--- config.mk ---
export PLATFORM = sky130hd
export DESIGN_NAME = life_evolve_engine
export DESIGN_NICKNAME = d
export VERILOG_FILES = /design/src/rtl/life_evolve_engine.sv
export SDC_FILE = /design/constraint.sdc
export NUM_CORES = 1
export LEC_CHECK = 0
export BUFFER_PORTS_ARGS = -buffer_cell sky130_fd_sc_hd__buf_2
export CAP_MARGIN = 25
export CORE_ASPECT_RATIO = 1.1
export CORE_MARGIN = 5
export CORE_UTILIZATION = 42
export DETAILED_ROUTE_END_ITERATION = 12
export PLACE_DENSITY = 0.68
export SYNTH_ARGS = -nofsm -noshare
export SYNTH_HDL_FRONTEND = slang
export SYNTH_SLANG_ARGS = --single-unit
--- constraint.sdc ---
create_clock -name clk -period 16.97 [get_ports clk]
set_input_delay 3.394 -clock clk [delete_from_list [all_inputs] [get_ports clk]]
set_output_delay 3.394 -clock clk [all_outputs]
set_load 0.1 [all_outputs]
--- src/rtl/life_evolve_engine.sv ---
// Game-of-Life evolution core: double-buffered cell map with programmable birth/survive rules, one row per cycle.
// start -> done after MAP_HEIGHT+1 cycles; edits and commands are ignored while busy, reads are always served.
module life_evolve_engine #(
  parameter int MAP_WIDTH  = 8,
  parameter int MAP_HEIGHT = 8,
  parameter int ADDR_W     = 8,
  parameter int GEN_W      = 16,
  parameter int POP_W      = 13
) (
  input  logic              clk,
  input  logic              rst,
  input  logic              start,
  input  logic              clear,
  input  logic              wrap_mode,
  input  logic [8:0]        birth_mask,
  input  logic [8:0]        survive_mask,
  input  logic              write_en,
  input  logic [ADDR_W-1:0] wAddrR,
  input  logic [ADDR_W-1:0] wAddrC,
  input  logic              write_data,
  input  logic [ADDR_W-1:0] rAddrR,
  input  logic [ADDR_W-1:0] rAddrC,
  output logic              read_data,
  output logic              busy,
  output logic              done,
  output logic [GEN_W-1:0]  generation,
  output logic [POP_W-1:0]  population
);

  localparam int ROW_W = $clog2(MAP_HEIGHT);
  localparam int COL_W = $clog2(MAP_WIDTH);
  localparam logic [ROW_W-1:0]  LAST_ROW = ROW_W'(MAP_HEIGHT - 1);
  localparam logic [ADDR_W-1:0] H_LIM    = ADDR_W'(MAP_HEIGHT);
  localparam logic [ADDR_W-1:0] W_LIM    = ADDR_W'(MAP_WIDTH);

  typedef enum logic [1:0] {IDLE, EVOLVE, FLIP} state_t;

  state_t state, state_nxt;

  logic [MAP_HEIGHT-1:0][MAP_WIDTH-1:0] bank [2];
  logic                 act;
  logic [ROW_W-1:0]     row;
  logic [POP_W-1:0]     acc;
  logic                 wrap_lat;
  logic [8:0]           birth_lat;
  logic [8:0]           survive_lat;

  logic [MAP_WIDTH-1:0] up, mid, dn;
  logic [MAP_WIDTH-1:0] up_e, up_w, mid_e, mid_w, dn_e, dn_w;
  logic [MAP_WIDTH-1:0] row_next;
  logic [POP_W-1:0]     row_pop;
  logic                 wr_hit, rd_hit, cell_old;

  // Bit c of the result is the neighbour at column c+1 (east) or c-1 (west); w fills the map edge.
  function automatic logic [MAP_WIDTH-1:0] east(input logic [MAP_WIDTH-1:0] x, input logic w);
    return {w & x[0], x[MAP_WIDTH-1:1]};
  endfunction

  function automatic logic [MAP_WIDTH-1:0] west(input logic [MAP_WIDTH-1:0] x, input logic w);
    return {x[MAP_WIDTH-2:0], w & x[MAP_WIDTH-1]};
  endfunction

  assign wr_hit   = write_en && (wAddrR < H_LIM) && (wAddrC < W_LIM);
  assign rd_hit   = (rAddrR < H_LIM) && (rAddrC < W_LIM);
  assign cell_old = bank[act][wAddrR[ROW_W-1:0]][wAddrC[COL_W-1:0]];

  always_ff @(posedge clk or negedge rst) begin
    if (!rst) begin
      state <= IDLE;
    end else begin
      state <= state_nxt;
    end
  end

  always_comb begin
    state_nxt = state;
    case (state)
      IDLE:    if (!clear && start) state_nxt = EVOLVE;
      EVOLVE:  if (row == LAST_ROW) state_nxt = FLIP;
      FLIP:    state_nxt = IDLE;
      default: state_nxt = IDLE;
    endcase
  end

  assign busy = (state != IDLE);
  assign done = (state == FLIP);

  // Vertical neighbours of the row being computed; missing rows read as dead unless wrapping.
  always_comb begin
    mid = bank[act][row];
    up  = '0;
    dn  = '0;
    if (row != '0) begin
      up = bank[act][row - 1'b1];
    end else if (wrap_lat) begin
      up = bank[act][MAP_HEIGHT-1];
    end
    if (row != LAST_ROW) begin
      dn = bank[act][row + 1'b1];
    end else if (wrap_lat) begin
      dn = bank[act][0];
    end
  end

  assign up_e  = east(up,  wrap_lat);
  assign up_w  = west(up,  wrap_lat);
  assign mid_e = east(mid, wrap_lat);
  assign mid_w = west(mid, wrap_lat);
  assign dn_e  = east(dn,  wrap_lat);
  assign dn_w  = west(dn,  wrap_lat);

  always_comb begin
    logic [3:0] n;
    n        = '0;
    row_next = '0;
    row_pop  = '0;
    for (int c = 0; c < MAP_WIDTH; c++) begin
      n = 4'(up_w[c])  + 4'(up[c])  + 4'(up_e[c]) +
          4'(mid_w[c]) + 4'(mid_e[c]) +
          4'(dn_w[c])  + 4'(dn[c])  + 4'(dn_e[c]);
      row_next[c] = mid[c] ? survive_lat[n] : birth_lat[n];
      row_pop     = row_pop + POP_W'(row_next[c]);
    end
  end

  always_ff @(posedge clk or negedge rst) begin
    if (!rst) begin
      bank[0]     <= '0;
      bank[1]     <= '0;
      act         <= 1'b0;
      row         <= '0;
      acc         <= '0;
      wrap_lat    <= 1'b0;
      birth_lat   <= '0;
      survive_lat <= '0;
      generation  <= '0;
      population  <= '0;
    end else begin
      case (state)
        IDLE: begin
          if (clear) begin
            bank[0]    <= '0;
            bank[1]    <= '0;
            generation <= '0;
            population <= '0;
          end else if (start) begin
            wrap_lat    <= wrap_mode;
            birth_lat   <= birth_mask;
            survive_lat <= survive_mask;
            row         <= '0;
            acc         <= '0;
          end else if (wr_hit) begin
            bank[act][wAddrR[ROW_W-1:0]][wAddrC[COL_W-1:0]] <= write_data;
            if (write_data && !cell_old) begin
              population <= population + 1'b1;
            end else if (!write_data && cell_old) begin
              population <= population - 1'b1;
            end
          end
        end
        EVOLVE: begin
          bank[~act][row] <= row_next;
          acc             <= acc + row_pop;
          row             <= row + 1'b1;
          // Last row lands in the shadow bank on the same edge the banks swap.
          if (row == LAST_ROW) begin
            act        <= ~act;
            generation <= generation + 1'b1;
            population <= acc + row_pop;
          end
        end
        default: ;
      endcase
    end
  end

  always_ff @(posedge clk or negedge rst) begin
    if (!rst) begin
      read_data <= 1'b0;
    end else begin
      read_data <= rd_hit ? bank[act][rAddrR[ROW_W-1:0]][rAddrC[COL_W-1:0]] : 1'b0;
    end
  end

endmodule
# [Word-level counts from Yosys, hierarchy flattened]
# Cells that the tools add are included.
[word_totals] regBits=196 out_inout_bits=32
[op_classes] reduce_logical=25 mux=97 order_cmp=26 n_bitwise=10 eq_ne=12 add_sub_neg=69
[op_table] op="$mux W128" n=3
[op_table] op="$mux W64" n=5
[op_table] op="$bwmux W128" n=2
[op_table] op="$pmux W128 S2" n=1
[op_table] op="$add A4 B1 Y4" n=32
[op_table] op="$demux W64 S1" n=2
[op_table] op="$bmux W8 S3" n=5
[op_table] op="$mux W13" n=8
[op_table] op="$mux W8" n=11
[op_table] op="$bmux W1 S4" n=16
[op_table] op="$pmux W13 S2" n=2
[op_table] op="$demux W8 S3" n=2
[op_table] op="$lt A4 B5 Y1 const B" n=8
[op_table] op="$add A3 B1 Y4" n=9
[op_table] op="$lt A8 B4 Y1 const B" n=4
[op_table] op="$mux W16" n=2
[op_table] op="$pmux W16 S2" n=1
[op_table] op="$lt A3 B4 Y1 const B" n=7
[op_table] op="$mux W1" n=28
[op_table] op="$add A2 B1 Y3" n=9
[op_table] op="$add A1 B1 Y2" n=9
[op_table] op="$add A16 B1 Y16 const B" n=1
[op_table] op="$add A13 B1 Y13 const B" n=1
[op_table] op="$add A13 B8 Y13" n=1
[op_table] op="other kinds (33)" n=70

# [Depth between registers and ports, before layout]
[logic_depth] depth_word=28 depth_mapped=43 mapped_depth_nobuf=36

# [Least setup slack after synthesis]
# No wires, ideal clock.
[synth_timing] kind="flip-flop to flip-flop" from="register row[0]" to="register population[8]" setup_slack_ns=6.630 stages_incl_launch_ff=41 t_arrival_ns=10.213 required_ns=16.843 synth_period_minus_slack_ns=10.340 setup_ns=0.127 cell_sequence="dfrtp_1 buf_2 inv_1 buf_2 ha_1 clkbuf_1 buf_1 clkbuf_1 mux4_2 mux2_2 o22a_1 fa_1 inv_1 fa_1 inv_1 fa_1 inv_1 ha_1 [... 5 more ...] o21ai_0 mux2i_1 buf_2 fa_1 fa_1 fa_1 fa_1 fa_1 inv_1 a21oi_1 o21bai_1 and2_1 clkbuf_1 nand4_1 xor2_1 nor2_1 a211oi_1 a21oi_1"
[synth_between] elab_chain_cells=25 elab_cells_between_ends=127 cone_classes="66 x add/sub; 3 x eq/ne; 50 x mux; 6 x bitwise; 2 x reduce/logical"
[synth_rtl] item="start, declared" line_no="42" text="logic [ROW_W-1:0] row;"
[synth_rtl] item="start signal, assigned" line_no="164" text="row <= row + 1'b1;"
[synth_rtl] item="$sub A3 B1 Y3" line_no="94" text="up = bank[act][row - 1'b1];"
[synth_rtl] item="$bmux W8 S3" line_no="94"
[synth_rtl] item="$mux W8 (not written as such)" line_no="94"
[synth_rtl] item="$mux W8" line_no="93" text="if (row != '0) begin"
[synth_rtl] item="$and A1 B1 Y1" line_no="60" text="return {x[MAP_WIDTH-2:0], w & x[MAP_WIDTH-1]};"
[synth_rtl] item="$add A1 B1 Y2" line_no="118" text="n = 4'(up_w[c]) + 4'(up[c]) + 4'(up_e[c]) +"
[synth_rtl] item="$add A2 B1 Y3" line_no="118"
[synth_rtl] item="$add A3 B1 Y4" line_no="118"
[synth_rtl] item="[... 9 more ...]"
[synth_rtl] item="$add A3 B1 Y4" line_no="122" text="row_pop = row_pop + POP_W'(row_next[c]);"
[synth_rtl] item="$add A4 B1 Y5" line_no="122"
[synth_rtl] item="$add A5 B1 Y6" line_no="122"
[synth_rtl] item="$add A6 B1 Y7" line_no="122"
[synth_rtl] item="$add A7 B1 Y8" line_no="122"
[synth_rtl] item="$add A13 B8 Y13" line_no="169" text="population <= acc + row_pop;"
[synth_rtl] item="$mux W13" line_no="166" text="if (row == LAST_ROW) begin"
[synth_rtl] item="$pmux W13 S2" line_no="139" text="case (state)"
[synth_rtl] item="end signal, assigned" line_no="155" text="population <= population + 1'b1;"
[synth_rtl] item="end signal, assigned" line_no="157" text="population <= population - 1'b1;"
[synth_rtl] item="end signal, assigned" line_no="169"
[synth_rtl] item="end, declared" line_no="27" text="output logic [POP_W-1:0] population"
# Parallel ways exist; a longest one is shown, timed or not. The select of a mux whose other input is x is not followed.
# A chain may end at the register's enable or synchronous reset.

# [Worst setup path in the final report]
[layout_timing] from="register act" to="register population[8]"
[layout_between] elab_chain_cells=28 elab_cells_between_ends=139 cone_classes="64 x add/sub; 1 x eq/ne; 63 x mux; 7 x bitwise; 4 x reduce/logical"
[layout_rtl] item="start, declared" line_no="41" text="logic act;"
[layout_rtl] item="start signal, assigned" line_no="167" text="act <= ~act;"
[layout_rtl] item="$not A1 Y2 (not written as such) *"
[layout_rtl] item="$mux W64 (not written as such) * (2 in series)"
[layout_rtl] item="$mux W64 (not written as such) *" line_no="101" text="dn = bank[act][0];"
[layout_rtl] item="$bmux W8 S3" line_no="94"
[layout_rtl] item="$mux W8 (not written as such)" line_no="94"
[layout_rtl] item="$mux W8" line_no="93"
[layout_rtl] item="$and A1 B1 Y1" line_no="60"
[layout_rtl] item="$add A1 B1 Y2" line_no="118"
[layout_rtl] item="[... 11 more ...]"
[layout_rtl] item="$add A3 B1 Y4" line_no="122"
[layout_rtl] item="$add A4 B1 Y5" line_no="122"
[layout_rtl] item="$add A5 B1 Y6" line_no="122"
[layout_rtl] item="$add A6 B1 Y7" line_no="122"
[layout_rtl] item="$add A7 B1 Y8" line_no="122"
[layout_rtl] item="$add A13 B8 Y13" line_no="169"
[layout_rtl] item="$mux W13" line_no="166"
[layout_rtl] item="$pmux W13 S2" line_no="139"
# Mark *: on every way between the ends. The rest lies on a longest branch, timed or not. The select of a mux whose other input is x is not followed.

==> flow_summary.yaml <==
clock_tree:
  cts_tree: "built"
  post_cts_resized: 0
  cts_sinks: 196
  cts_buffers: 17
  clk-insertion-delay-late_ns: 0.49
  root_buffer: "clkbuf_16"
  cts_hold_buf: 0
  clock_path_buffers: 2
  cts_setup_buffers: 0
  cts.clk_slew.worst_paths_ns: 0.08
  htree_levels: 4
synthesis:
  yosysTopAreaCellShare_pct: 29.8
  synthCells: 1731
  synth_mux_area_share_pct: 19.4
  yosys.area_share.simple_pct: 11.7
  synth_seq_cells: 196
  synth_edf_count: 0
  netlist-cell-type-count: 67
  synth_nets: 1872
  ys_warn_count: 0
  synth_top_family_by_area: "compound AO/OA/AOI/OAI gates"
  ys_seq_area_share_pct: 29.8
  async_flop_share_pct: 100
  synthXorXnorAreaFrac_pct: 2.19
  synth_ff_type: "dfrtp_1"
  synth_fa_ha_area_share_pct: 8.13
  syn_avg_cell_area_um2: 9.49
  yosys-top-cells-area: "dfrtp_1, mux4_2, o21a_1"
  synth_top_cell_by_area: "dfrtp_1"
  synth_area_um2: 16400
  synth_compound_area_share_pct: 24.0
flow_run:
  maxCapViolCount: 0
timing:
  fin_skew_ns: 0.0186
  fin_setup_tns_ns: 0
  final_max_slew_viol_count: 0
  worstMarginPinSlew_ns: 1.06
  final_hold_viol_count: 0
  fmax_mhz: 95.7
  finalCritPeriodShare_pct: 61.6
  finalCriticalPeriod_ns: 10.45
  rsz0062_at_grt: "no"
  finalSetupViolations: 0
  max_slew_margin_pct: 29.6
place:
  hpwl_mm: 43.0
  gp_congestion: 1.05
  portBuffers: 88
global_route:
  grt_pass1_vias: 15100
  antenna_found_initial: 0
  grt_use_met1_pct: 36.4
  grt_max_degree: 110
  met2_usage_pct: 42.9
  grt-busiest-layer: "met2"
  grt.overflow.total: 0
  grt_use_met3_pct: 6.49
  grt_use_total_pct: 27.9
  grt_pass1_wl_mm: 92.3
layout:
  area.growth.synth_to_final_pct: 9.85
  drive_gt1_share_pct: 17.8
  antenna_cells: 0
  nets: 1905
setup_path:
  crit_path_max_fanout: 35
  r2r_slack_ns: 6.52
  crit_top_cell: "fa_1"
  crit_family: "adder cells"
  end_kind: "flip-flop"
  critPathArrivalTime_ns: 10.79
  crit_buf_inv: 7
  cpPeakStageDelay_ns: 0.85
  cp_slowest_cell: "nor4_1"
  critical_path_class: "flip-flop to flip-flop"
  r2r_cells: 33
  r2r_start: "act$_DFFE_PN0P_"
  cp-start-kind: "flip-flop"
  cp_num_cells: 33
  critical_path_required_ns: 17.30
  rr_endpoint: "population[8]$_DFFE_PN0P_"
die:
  die_h_um: 217
  fp.coreArea_um2: 38900
  rows: 76
  start_util_pct: 42.3
  die_area_um2: 43200
  die_w_um: 199
  num_io_pins: 89
drt:
  drt_pass1_iterations: 6
  final_antenna_net_count: 0
  wl_per_cell_um: 26.5
  vias: 15200
  wl_mm: 60.4
  drc: 0
  vias_per_cell: 6.66
  drtIter0Drc: 1818
worst_hold_path:
  hp-start: "acc[0]$_DFFE_PN0P_"
  hold_end: "acc[0]$_DFFE_PN0P_"
  min_path_cells: 2
  holdCritPathClass: "flip-flop to flip-flop"
status:
  status: "completed"
cells by family (layout without fill, tap and decap cells):
group / count (synthesis) / in the layout
and+or+nand+nor: 419 / 419
xor gates and xnor gates: 41 / 41
DFF: 196 / 196
adders and majority gates: 84 / 84
AOI/OAI and AO/OA: 600 / 600
buffers and inverters: 189 / 235
muxes: 202 / 202
synthesized netlist by cell type, drive strengths merged, types with 27 or more instances:
cell	instances
nor2	185
nand2	100
inv	69
o21a	131
o22ai	63
clkbuf	83
mux2i	73
dfrtp	196
a21oi	158
mux4	85
ha	46
buf	36
xor2	27
o211ai	130
mux2	44
o21ai	57
fa	38
placed cells by master, fill, tap and decap left out, types with 63 or more instances in the layout:
master,netlist,routed
dfrtp_1,196,195
nor2_1,185,185
a21oi_1,158,158
o21a_1,131,131
o211ai_1,130,130
nand2_1,100,98
buf_2,10,88
mux4_2,84,84
inv_1,69,69
mux2i_1,66,63
o22ai_1,63,63
registers in the layout, indices dropped and copies added, names as in the netlist:
register     cells
row              3
birth_lat        9
act              1
acc             13
population      13
survive_lat      9
state            2
wrap_lat         1
generation      16
read_data        1
bank           128
stage by stage:
step           std cells  setup WS [ns]  area [um2]  utilization (%)  hold slack [ns]
2_1_floorplan       1731           6.63       16400                -            0.450
5_1_grt             2284           5.96       18100             46.4            0.501
6_report            2284           6.52       18100             46.4            0.491
4_1_cts             2278           6.58       17900             46.1            0.491
3_5_place_dp        2246           6.63       17400             44.6            0.470
3_3_place_gp        2245           6.68       17300             44.6            0.467
area by class of cell:
class / count / area, um2
Clock buffer: 19 / 443
Clock inverter: 13 / 141
Fill cell: 3649 / 20800
Inverter: 70 / 263
Multi-Input combinational cell: 1346 / 10800
Sequential cell: 196 / 4910
Tap cell: 507 / 634
Timing Repair Buffer: 133 / 865
worst reg2reg max path: cells and delay by family, from the launching register on:
kind,cells,cell delay (ns)
flip-flops,1,0.62
AND/OR/NAND/NOR,5,1.45
multiplexers,4,1.31
AO/OA/AOI/OAI,6,0.88
buffers and inverters,7,1.29
XOR/XNOR,1,0.17
adder cells (fa/ha/maj),10,4.61
worst max-delay path by stage:
| stage | startpoint | end | slack (ns) |
|---|---|---|---|
| 6_report | act$_DFFE_PN0P_ | population[8]$_DFFE_PN0P_ | 6.52 |
| 2_1_floorplan | row[0]$_DFFE_PN0P_ | population[8]$_DFFE_PN0P_ | 6.63 |
| 4_1_cts | act$_DFFE_PN0P_ | population[8]$_DFFE_PN0P_ | 6.58 |
| 3_3_place_gp | act$_DFFE_PN0P_ | population[8]$_DFFE_PN0P_ | 6.68 |
| 3_5_place_dp | act$_DFFE_PN0P_ | population[8]$_DFFE_PN0P_ | 6.63 |
| 5_1_grt | act$_DFFE_PN0P_ | population[8]$_DFFE_PN0P_ | 5.96 |
routing by layer:
| metal | vias up | wire length [um] |
|---|---|---|
| li1 | 6560 | - |
| met1 | 7506 | 22900 |
| met2 | 915 | 27300 |
| met3 | 220 | 6220 |
| met4 | 0 | 4000 |
| met5 | - | 0 |
Power is not shown: default switching activity piles up to over one toggle a cycle in this logic, so the estimate is an artifact.
